File: src/rtl/spi_master_ctrl.sv
// SPI master for the slave/RAM link: serialises one 11-bit command frame per host
// handshake and, for read-data commands, clocks back an 8-bit reply on MISO.
`timescale 1ns/1ps

module spi_master_ctrl #(
  parameter int unsigned CLK_DIV = 4,
  parameter int unsigned RD_WAIT = 2,
  parameter int unsigned GUARD   = 2
) (
  input  logic       clk,
  input  logic       rst_n,
  input  logic       req_valid,
  output logic       req_ready,
  input  logic [1:0] req_cmd,
  input  logic [7:0] req_data,
  output logic       rsp_valid,
  output logic [7:0] rsp_data,
  output logic       busy,
  output logic       sclk,
  output logic       ss_n,
  output logic       mosi,
  input  logic       miso
);

  localparam int unsigned DIV_W     = (CLK_DIV > 1) ? $clog2(CLK_DIV) : 1;
  localparam int unsigned BIT_MAX   = (RD_WAIT > 11) ? RD_WAIT : 11;
  localparam int unsigned BIT_W     = $clog2(BIT_MAX);
  localparam int unsigned GUARD_CYC = GUARD * CLK_DIV;
  localparam int unsigned GRD_W     = (GUARD_CYC > 1) ? $clog2(GUARD_CYC) : 1;

  typedef enum logic [2:0] {
    S_IDLE,
    S_SHIFT,
    S_WAIT,
    S_READ,
    S_GUARD
  } state_t;

  state_t           state;
  logic [DIV_W-1:0] div_cnt;
  logic [BIT_W-1:0] bit_cnt;
  logic [GRD_W-1:0] grd_cnt;
  logic [9:0]       shreg;
  logic [6:0]       rx_sh;
  logic             is_rd;

  // bit_cnt holds the number of periods still to run after the current one
  always_ff @(posedge clk or negedge rst_n) begin
    if (!rst_n) begin
      state     <= S_IDLE;
      div_cnt   <= '0;
      bit_cnt   <= '0;
      grd_cnt   <= '0;
      shreg     <= '0;
      rx_sh     <= '0;
      is_rd     <= 1'b0;
      req_ready <= 1'b1;
      busy      <= 1'b0;
      rsp_valid <= 1'b0;
      rsp_data  <= 8'h00;
      sclk      <= 1'b0;
      ss_n      <= 1'b1;
      mosi      <= 1'b0;
    end else begin
      rsp_valid <= 1'b0;
      case (state)
        S_IDLE: begin
          if (req_valid) begin
            state     <= S_SHIFT;
            ss_n      <= 1'b0;
            sclk      <= 1'b0;
            mosi      <= req_cmd[1];
            shreg     <= {req_cmd, req_data};
            is_rd     <= (req_cmd == 2'b11);
            div_cnt   <= '0;
            bit_cnt   <= BIT_W'(10);
            req_ready <= 1'b0;
            busy      <= 1'b1;
          end
        end

        S_SHIFT, S_WAIT, S_READ: begin
          if (div_cnt != DIV_W'(CLK_DIV - 1)) begin
            div_cnt <= div_cnt + DIV_W'(1);
          end else begin
            div_cnt <= '0;
            if (!sclk) begin
              sclk <= 1'b1;
            end else begin
              // end of a bit period: falling edge, sample and advance
              sclk <= 1'b0;
              if (state == S_READ) rx_sh <= {rx_sh[5:0], miso};
              if (bit_cnt != '0) begin
                bit_cnt <= bit_cnt - BIT_W'(1);
                mosi    <= (state == S_SHIFT) ? shreg[9] : 1'b0;
                shreg   <= {shreg[8:0], 1'b0};
              end else begin
                mosi <= 1'b0;
                if (state == S_SHIFT && is_rd) begin
                  if (RD_WAIT == 0) begin
                    state   <= S_READ;
                    bit_cnt <= BIT_W'(7);
                  end else begin
                    state   <= S_WAIT;
                    bit_cnt <= BIT_W'(RD_WAIT - 1);
                  end
                end else if (state == S_WAIT) begin
                  state   <= S_READ;
                  bit_cnt <= BIT_W'(7);
                end else begin
                  ss_n    <= 1'b1;
                  grd_cnt <= '0;
                  if (state == S_READ) begin
                    rsp_valid <= 1'b1;
                    rsp_data  <= {rx_sh, miso};
                  end
                  if (GUARD_CYC == 0) begin
                    state     <= S_IDLE;
                    req_ready <= 1'b1;
                    busy      <= 1'b0;
                  end else begin
                    state <= S_GUARD;
                  end
                end
              end
            end
          end
        end

        S_GUARD: begin
          if (grd_cnt == GRD_W'(GUARD_CYC - 1)) begin
            state     <= S_IDLE;
            req_ready <= 1'b1;
            busy      <= 1'b0;
          end else begin
            grd_cnt <= grd_cnt + GRD_W'(1);
          end
        end

        default: state <= S_IDLE;
      endcase
    end
  end

endmodule

File: config.mk
export PLATFORM = sky130hd
export DESIGN_NAME = spi_master_ctrl
export DESIGN_NICKNAME = d
export VERILOG_FILES = /design/src/rtl/spi_master_ctrl.sv
export SDC_FILE = /design/constraint.sdc
export NUM_CORES = 1
export LEC_CHECK = 0
export CAP_MARGIN = 20
export CORE_MARGIN = 4
export CORE_UTILIZATION = 42
export CTS_BUF_LIST = sky130_fd_sc_hd__clkbuf_4 sky130_fd_sc_hd__clkbuf_8
export DETAILED_ROUTE_END_ITERATION = 6
export PLACE_DENSITY_LB_ADDON = 0.12
export SYNTH_ARGS = -nofsm -noshare
export SYNTH_HDL_FRONTEND = slang
export SYNTH_SLANG_ARGS = --single-unit
File: constraint.sdc
create_clock -name clk -period 2.1 [get_ports clk]
set_clock_uncertainty 0.2 [all_clocks]
set_input_delay 0.63 -clock clk [delete_from_list [all_inputs] [get_ports clk]]
set_output_delay 0.63 -clock clk [all_outputs]
set_load 0.01 [all_outputs]
* Word level (Yosys, flattened, before mapping) *
Index checks and enable logic that the tools add are counted.

storage, ports and cells
  register bits = 44
  input bits = 14

operators by class
  bitwise logic cells = 4
  add/sub/neg operators = 3
  mux-type cells = 58
  reduce and logical (&&, ||, !) cells = 19
  eq/ne operators = 17

operator list
  cell                                                  number
  two-way mux 10 bit                                    4
  two-way mux 3 bit                                     13
  two-way mux 4 bit                                     6
  two-way mux 1 bit                                     23
  AND reduction 7 bit                                   3
  inequality test 2 bit (second input constant)         10
  case mux 10 bit (2 select lines)                      1
  AND reduction 5 bit                                   3
  case mux 1 bit (2 select lines)                       5
  case mux 3 bit (3 select lines)                       1
  case mux 4 bit (2 select lines)                       1
  AND reduction 4 bit                                   2
  equality test 3 x 2 -> 1 bit (second input constant)  2
  equality test 3 bit (second input constant)           2
  case mux 3 bit (2 select lines)                       1
  AND reduction 3 bit                                   2
  nonzero test 2 bit                                    3
  two-way mux 2 bit                                     2
  inequality test 4 bit (second input constant)         1
  NOT 1 bit                                             4
  case mux 2 bit (2 select lines)                       1
  AND reduction 2 bit                                   2
  nonzero test 4 bit                                    1
  subtractor 4 x 1 -> 4 bit (second input constant)     1
  7 further kinds                                       7

* Longest topological paths before layout *
Gate-level depths: netlist (run 1).

  depth after elaboration = 8
  gate-level depth with buffers = 7
  gate-level depth less buffers = 6

* Worst setup path before layout (run 1) *
OpenSTA, ideal clock, no wires.

  path kind = input-to-reg
  start point = input req_valid
  end point = register bit_cnt[0]
  setup slack = -0.053 ns
  data required time = 1.772 ns
  arrival time = 1.825 ns
  cell stages on the path = 5
  setup time = 0.128 ns
  cell sequence = or3b_1 > buf_2 > a21o_1 > a31oi_4 > mux2_1

between the ends
  word-level cells in the longest chain between the ends = 2

RTL lines
  what                             RTL line  text
  start: declaration               12        input logic req_valid,
  inequality test 2 bit (no line)  -
  AND reduction 5 bit (no line)    -
  end signal: assignment           94        bit_cnt <= bit_cnt - BIT_W'(1);
  end signal: assignment           105       bit_cnt <= BIT_W'(RD_WAIT - 1);
  end: declaration                 41        logic [BIT_W-1:0] bit_cnt;

Every way passes these cells.
A chain may end at the register's enable or synchronous reset.

* Final worst setup path (run 1) *
  start point = register busy
  end point = output busy

RTL lines
  what                      RTL line  text
  start: declaration        18        output logic busy,
  start signal: assignment  58        busy <= 1'b0;
  start signal: assignment  78        busy <= 1'b1;
  start signal: assignment  120       busy <= 1'b0;

No word-level cell between the ends.

==> metrics.md, run 1 <==
| Metric | Value |
|---|---|
| Status | completed |
| YS warnings | 0 |
| Clock latency on the worst-skew pair | 0.29 ns |
| Top-area cell type share of the netlist area | 0.507 |
| Post-Syn Area per Cell | 11.0 um2 |
| TritonCTS buffer count | 5 |
| Crit-path cells | clkdlybuf4s50_1 |
| Worst Path Buf+Inv | 1 |
| Slowest stage cell, crit path | clkdlybuf4s50_1 |
| Area contributors post-synth | dfrtp_1 (51%), mux2_1 (4.9%), nand2_1 (4.9%) |
| Total track usage | 0.154 |
| Die X | 78.3 um |
| Mapped Area | 2070 um2 |
| Worst setup path class | flop to output port |
| Vias in the first global route | 1638 |
| H-tree lvl count | 2 |
| DR vias | 1610 |
| DRT Pass-1 Iters | 4 |
| Max Freq | 0.489 GHz |
| Crit path max-delay family | buffers and inverters |
| P&R area growth vs syn | 31.6% |
| Cell count after synthesis | 189 |
| Clock root buffer | clkbuf_8 |
| Final #Nets | 255 |
| Max-cap violations | 0 |
| Data required time of the critical path | 1.27 ns |
| Worst r2r dst | shreg[7] |
| Synth unique cells | 46 |
| Pwr dens | 1150 nW/um2 |
| I/O Buffers | 27 |
| Layout cells sized above 1 | 0.216 |
| Fill count | 423 |
| CTS tree | done |
| Slew margin rel. | 0.670 |
| Total congestion overflow | 0 |
| CTS Buffer Depth | 2 |
| Post-Route WL | 4560 um |
| Leakage | 1.26 nW |
| Util after Layout | 0.574 |
| Die ar. | 6120 um2 |
| WL met2 | 2230 um |
| Mapped Nets | 208 |
| Net switching power | 1.15 mW |
| Sinks on Clock Net | 44 |
| Top layer in use | met4 |
| First-pass GRT wire length | 7490 um |
| Fin crit period | 2.04 ns |
| I/O pin count | 28 |
| CTS clk-pin slew, worst paths | 0.08 ns |
| Comb power frac | 0.444 |
| Sequential area share after synthesis | 0.532 |
| DRC errors left | 0 |
| Tcrit/Tclk final | 0.973 |
| Metal1 wirelength | 2030 um |
| Area of the multi-input gates | 911 um2 |
| Reg2Reg Depth | 9 |
| Crit end category | output port |
| Critical path startpoint category | flop |
| Delay of the slowest critical-path stage | 0.55 ns |
| Switching Share | 0.366 |
| Top-count cell post-synth | dfrtp_1 |
| Core Box Area | 4750 um2 |
| FFs w/ async S/R, synth | 1.00 |
| Register area | 1100 um2 |
| EDFF count, synth | 0 |
| Drt via density | 5.31 |
| Final ANT Viol Nets | 0 |
| DP HPWL | 3150 um |
| Initial cell density of the core | 0.436 |
| Final-report setup violation count | 0 |
| R2R Path Start | bit_cnt[0] |
| Cts hold-fix bufs | 0 |
| Gpl congestion | 0.836 |
| Top post-synthesis cells by count | dfrtp_1 (42), nand2_1 (27), nor2_1 (14), a21oi_1 (9), mux2_1 (9) |
| Largest net degree at the start of global routing | 25 |
| Area post-placement | 2550 um2 |
| Data arrival, critical path | 1.21 ns |
| Internal power | 2.00 mW |
| N_diodes | 0 |
| Worst-path maximum fanout | 3 |
| Clock share of power | 0.164 |
| Initial DRC count | 118 |
| Dominant synthesized flop cell | dfrtp_1 |
| Final Hold Fails | 0 |
| Row cnt | 25 |
| Cell area after layout | 2730 um2 |
| Reg-to-reg setup timing slack | 0.08 ns |
| Synth area leader | dfrtp_1 |
| Met3 WL | 231 um |
| Slew of the pin with the lowest slew margin | 0.495 ns |
| Peak VDD IR | 0.636 mV |
| Initial antenna violation count | 0 |
| Wirelength per Cell | 15.0 um |
| Slew Viols, Final | 0 |
| Die height | 78.3 um |
| Synthesized flop and latch total | 44 |
| Seq pwr share | 0.392 |
| Hold crit path type | input port to asynchronous set/reset pin |
## kinds of logic (layout without fill, tap and decap cells)
family          count (synthesis)  after routing  share of synthesized area
simple gates                   61             61                      0.145
buf+inv                        17             64                     0.0410
compound gates                 45             45                      0.160
flops                          44             44                      0.532
mux                            17             17                     0.0917
fa+ha+maj                       5              5                     0.0302
## state kept, by name, indices dropped and copies added (netlist names)
register,cells
rx_sh,7
rsp_data,8
mosi,1
grd_cnt,3
rsp_valid,1
shreg,10
div_cnt,2
is_rd,1
busy,1
ss_n,1
sclk,1
req_ready,1
bit_cnt,4
state,3
## per-stage QoR
step	total power, mW	hold slack (ns)	cells	setup TNS, ns	worst slack, ns
after floorplan	2.06	0.134	189	-0.0331	-0.0331
after global placement	2.44	0.266	291	-6.53	-0.473
after detailed placement	2.50	0.276	291	-6.66	-0.499
after CTS	3.02	0.103	298	0	0.00485
after global routing	3.39	0.117	303	-0.0130	-0.0130
final	3.15	0.0920	303	0	0.0557
## power by group through the flow
stage	combinational, mW	clock (mW)	sequential [mW]
after floorplan	0.832	0	1.23
after global placement	1.20	0	1.23
after detailed placement	1.26	0	1.24
after CTS	1.26	0.530	1.23
after global routing	1.55	0.575	1.26
final	1.40	0.517	1.23
## how the worst max path moves through the flow
stage	startpoint	to	slack (ns)	cells past startpoint
detailed placement	req_valid	bit_cnt[0]	-0.50	5
finish	busy	busy	0.06	1
CTS	sclk	sclk	0.005	1
floorplan	req_valid	bit_cnt[0]	-0.03	5
global placement	req_valid	bit_cnt[0]	-0.47	5
global route	bit_cnt[0]	shreg[5]	-0.01	9
## layout make-up
class,count,share of cell area
clock buffer,6,0.0280
multi-input combinational,128,0.334
sequential,44,0.405
tap,67,0.0307
clock inverter,1,0.00183
timing repair buffer,50,0.191
inverter,7,0.00963
## placed cells by master (no fill, tap or decap), types with 3 or more instances in the layout
cell	instances
a21oi_1	9
buf_4	17
nor2_1	14
nand3_1	3
ha_1	4
clkbuf_8	5
buf_12	4
dfrtp_1	42
inv_1	6
o21ai_0	7
mux2_1	8
a31oi_1	8
clkdlybuf4s50_1	22
o31ai_1	4
nand2_1	27
mux2_2	7
dlygate4sd2_1	3
## layer usage
metal / up-vias / track usage
li1: 768 / -
met1: 787 / 0.193
met2: 49 / 0.254
met3: 6 / 0.0367
met4: 0 / 0.0612
met5: - / 0
## repair_timing
| action | CTS | global route |
|---|---|---|
| endpoints found under the setup margin | 17 | 13 |
| gates cloned | 0 | 2 |
| pin swaps | 1 | 1 |
| buffers inserted | 0 | 3 |
| gates resized for setup | 4 | 4 |
Power figures use the tool's default switching activity.
==> run 2: changes to the inputs <==
==> constraint.sdc (replaced) <==
create_clock -name clk -period 2.2 [get_ports clk]
set_clock_uncertainty 0.2 [all_clocks]
set_input_delay 0.66 -clock clk [delete_from_list [all_inputs] [get_ports clk]]
set_output_delay 0.66 -clock clk [all_outputs]
set_load 0.01 [all_outputs]
==> run 2 against run 1 <==
Die area did not move. Final cell count fell by 1.3%. Largest power group unchanged. Largest cell class unchanged. Critical endpoint is now shreg[8]. First-iteration DRC count rose by 10%. Hold slack improved by 0.035 ns.
==> metrics.md, run 2 (synthesis gave the netlist of run 1 again) <==
| Metric | Value |
|---|---|
| Wirelength per Cell | 14.2 um (-5.6%) |
| I/O Buffers | 27 (unchanged) |
| Most frequent cells in the layout | dfrtp_1 (41), nand2_1 (27), clkdlybuf4s50_1 (23) |
| DRC errors left | 0 (unchanged) |
| Row cnt | 25 (unchanged) |
| Die height | 78.3 um (unchanged) |
| Crit end category | flop |
| Data required time of the critical path | 2.17 ns (+0.90 ns) |
| Cts hold-fix bufs | 0 (unchanged) |
| Layout cells sized above 1 | 0.194 (-0.0221) |
| Final #Nets | 250 (-2.0%) |
| Unrepaired setup endpoints after global routing | no |
| Gpl congestion | 0.780 (-6.8%) |
| Initial cell density of the core | 0.436 (unchanged) |
| Vias in the first global route | 1577 (-3.7%) |
| Final ANT Viol Nets | 0 (unchanged) |
| DRT Pass-1 Iters | 4 (unchanged) |
| Post-Route WL | 4250 um (-6.8%) |
| Max-cap violations | 0 (unchanged) |
| N_diodes | 0 (unchanged) |
| Status | completed |
| Slew margin rel. | 0.711 (+0.0409) |
| Worst-path maximum fanout | 9 (+6) |
| Slew of the pin with the lowest slew margin | 0.428 ns (-0.0674 ns) |
| Die ar. | 6120 um2 (unchanged) |
| Largest net degree at the start of global routing | 45 (+80%) |
| Total track usage | 0.152 (-0.00166) |
| Util after Layout | 0.556 (-0.0182) |
| Largest reg by FF count | shreg |
| Metal1 wirelength | 1950 um (-3.9%) |
| Cell Count Post-Placement | 288 (-1.0%) |
| Finished Layout Cells | 299 (-1.3%) |
| Commonest non-fill, non-tap cell in the layout | dfrtp_1 |
| Total congestion overflow | 0 (unchanged) |
| I/O pin count | 28 (unchanged) |
| Die X | 78.3 um (unchanged) |
| WL met2 | 2080 um (-6.6%) |
| CTS Buffer Depth | 2 (unchanged) |
| Fin crit period | 2.14 ns |
| Clock latency on the worst-skew pair | 0.29 ns (about the same) |
| Final Hold Fails | 0 (unchanged) |
| Initial antenna violation count | 0 (unchanged) |
| H-tree lvl count | 2 (unchanged) |
| Worst setup path class | input port to flop |
| Fill count | 436 (+3.1%) |
| Core Box Area | 4750 um2 (unchanged) |
| CTS tree | done |
| Switching Share | 0.361 (-0.00479) |
| Pwr dens | 1100 nW/um2 (-4.5%) |
| TritonCTS buffer count | 5 (unchanged) |
| Clock root buffer | clkbuf_8 |
| Register area | 1100 um2 (+0.11%) |
| DP HPWL | 3020 um (-4.2%) |
| Sinks on Clock Net | 44 (unchanged) |
| Max Freq | 0.468 GHz |
| Slew Viols, Final | 0 (unchanged) |
| CTS clk-pin slew, worst paths | 0.08 ns (about the same) |
| Hold crit path type | input port to asynchronous set/reset pin |
| Clock share of power | 0.178 (+0.014) |
| Final-report setup violation count | 0 (unchanged) |
| Met3 WL | 155 um (-33%) |
| Data arrival, critical path | 2.11 ns (+0.90 ns) |
| Net switching power | 1.05 mW (-8.7%) |
| P&R area growth vs syn | 27.4% |
| Max reg flops | 10 (unchanged) |
| Leakage | 1.21 nW (-3.8%) |
| Reg2Reg Depth | 8 (-1) |
| Area of the multi-input gates | 888 um2 (-2.5%) |
| Peak VDD IR | 0.455 mV (-28%) |
| Comb power frac | 0.412 (-0.032) |
| Drt via density | 5.16 (-2.9%) |
| Top flop regs | shreg (10), rsp_data (8), rx_sh (7) |
| WHS | 0.127 ns (+0.0345 ns) |
| First-pass GRT wire length | 7450 um (-0.45%) |
| Tcrit/Tclk final | 0.971 |
| Initial DRC count | 130 (+10%) |
| Top layer in use | met4 |
| Seq pwr share | 0.410 (+0.018) |
| DR vias | 1543 (-4.2%) |
| Critical path startpoint category | input port |
| Internal power | 1.86 mW (-6.8%) |
## run 2: cell types whose count changed in the layout (fill, tap and decap cells not counted), sizes merged
cell,before,now
buf,22,19
clkbuf,8,6
clkdlybuf4s50,22,23
clkinv,1,2
dlymetal6s2s,1,0
## run 2: metrics by stage
stage                     worst slack, ns  total power, mW  instance area (um2)  TNS [ns]
after floorplan                    0.0171             1.94                 2070         0
after global placement             -0.369             2.29                 2500     -5.34
after detailed placement           -0.405             2.34                 2500     -5.81
after CTS                          0.0125             2.93                 2630         0
after global routing               0.0144             3.14                 2640         0
final                              0.0647             2.91                 2640         0
## run 2: timing repair
action | CTS | global route
endpoints found under the setup margin | 16 | 5
gates resized for setup | 7 | 1
gates cloned | 1 | 0
pin swaps | 1 | 0
setup buffers | 1 | 1
## run 2: routing by layer
layer  track usage  up-vias
met1         0.193      754
met3        0.0378        7
met5             0        -
met4        0.0472        0
met2         0.255       25
li1              -      757
## run 2: power by group through the flow
| stage | logic (mW) | clock network (mW) | registers (mW) |
|---|---|---|---|
| floorplan | 0.767 | 0 | 1.17 |
| global placement | 1.09 | 0 | 1.20 |
| detailed placement | 1.12 | 0 | 1.22 |
| CTS | 1.19 | 0.534 | 1.20 |
| global route | 1.35 | 0.569 | 1.23 |
| finish | 1.20 | 0.518 | 1.19 |
## run 2: cell type report
class,count,share of cell area
multi-input combinational,128,0.336
inverter,7,0.00995
tap,67,0.0317
sequential,44,0.418
clock inverter,2,0.00379
clock buffer,6,0.0313
timing repair buffer,45,0.169
## run 2: critical path: stages
cell,delay (ns)
dlygate4sd2_1,0.23
or3b_4,0.39
buf_4,0.15
a221oi_4,0.32
buf_6,0.16
buf_16,0.11
a31oi_1,0.08
## run 2: final timing paths
kind	from	endpoint	slack, ns
max	req_valid	shreg[8]	0.06
min	rst_n	rsp_valid	0.13
max reg2reg	bit_cnt[0]	shreg[8]	0.13
min reg2reg	ss_n	ss_n	0.29
max in group asynchronous	rst_n	ss_n	1.40
min in group clk	ss_n	ss_n	0.29
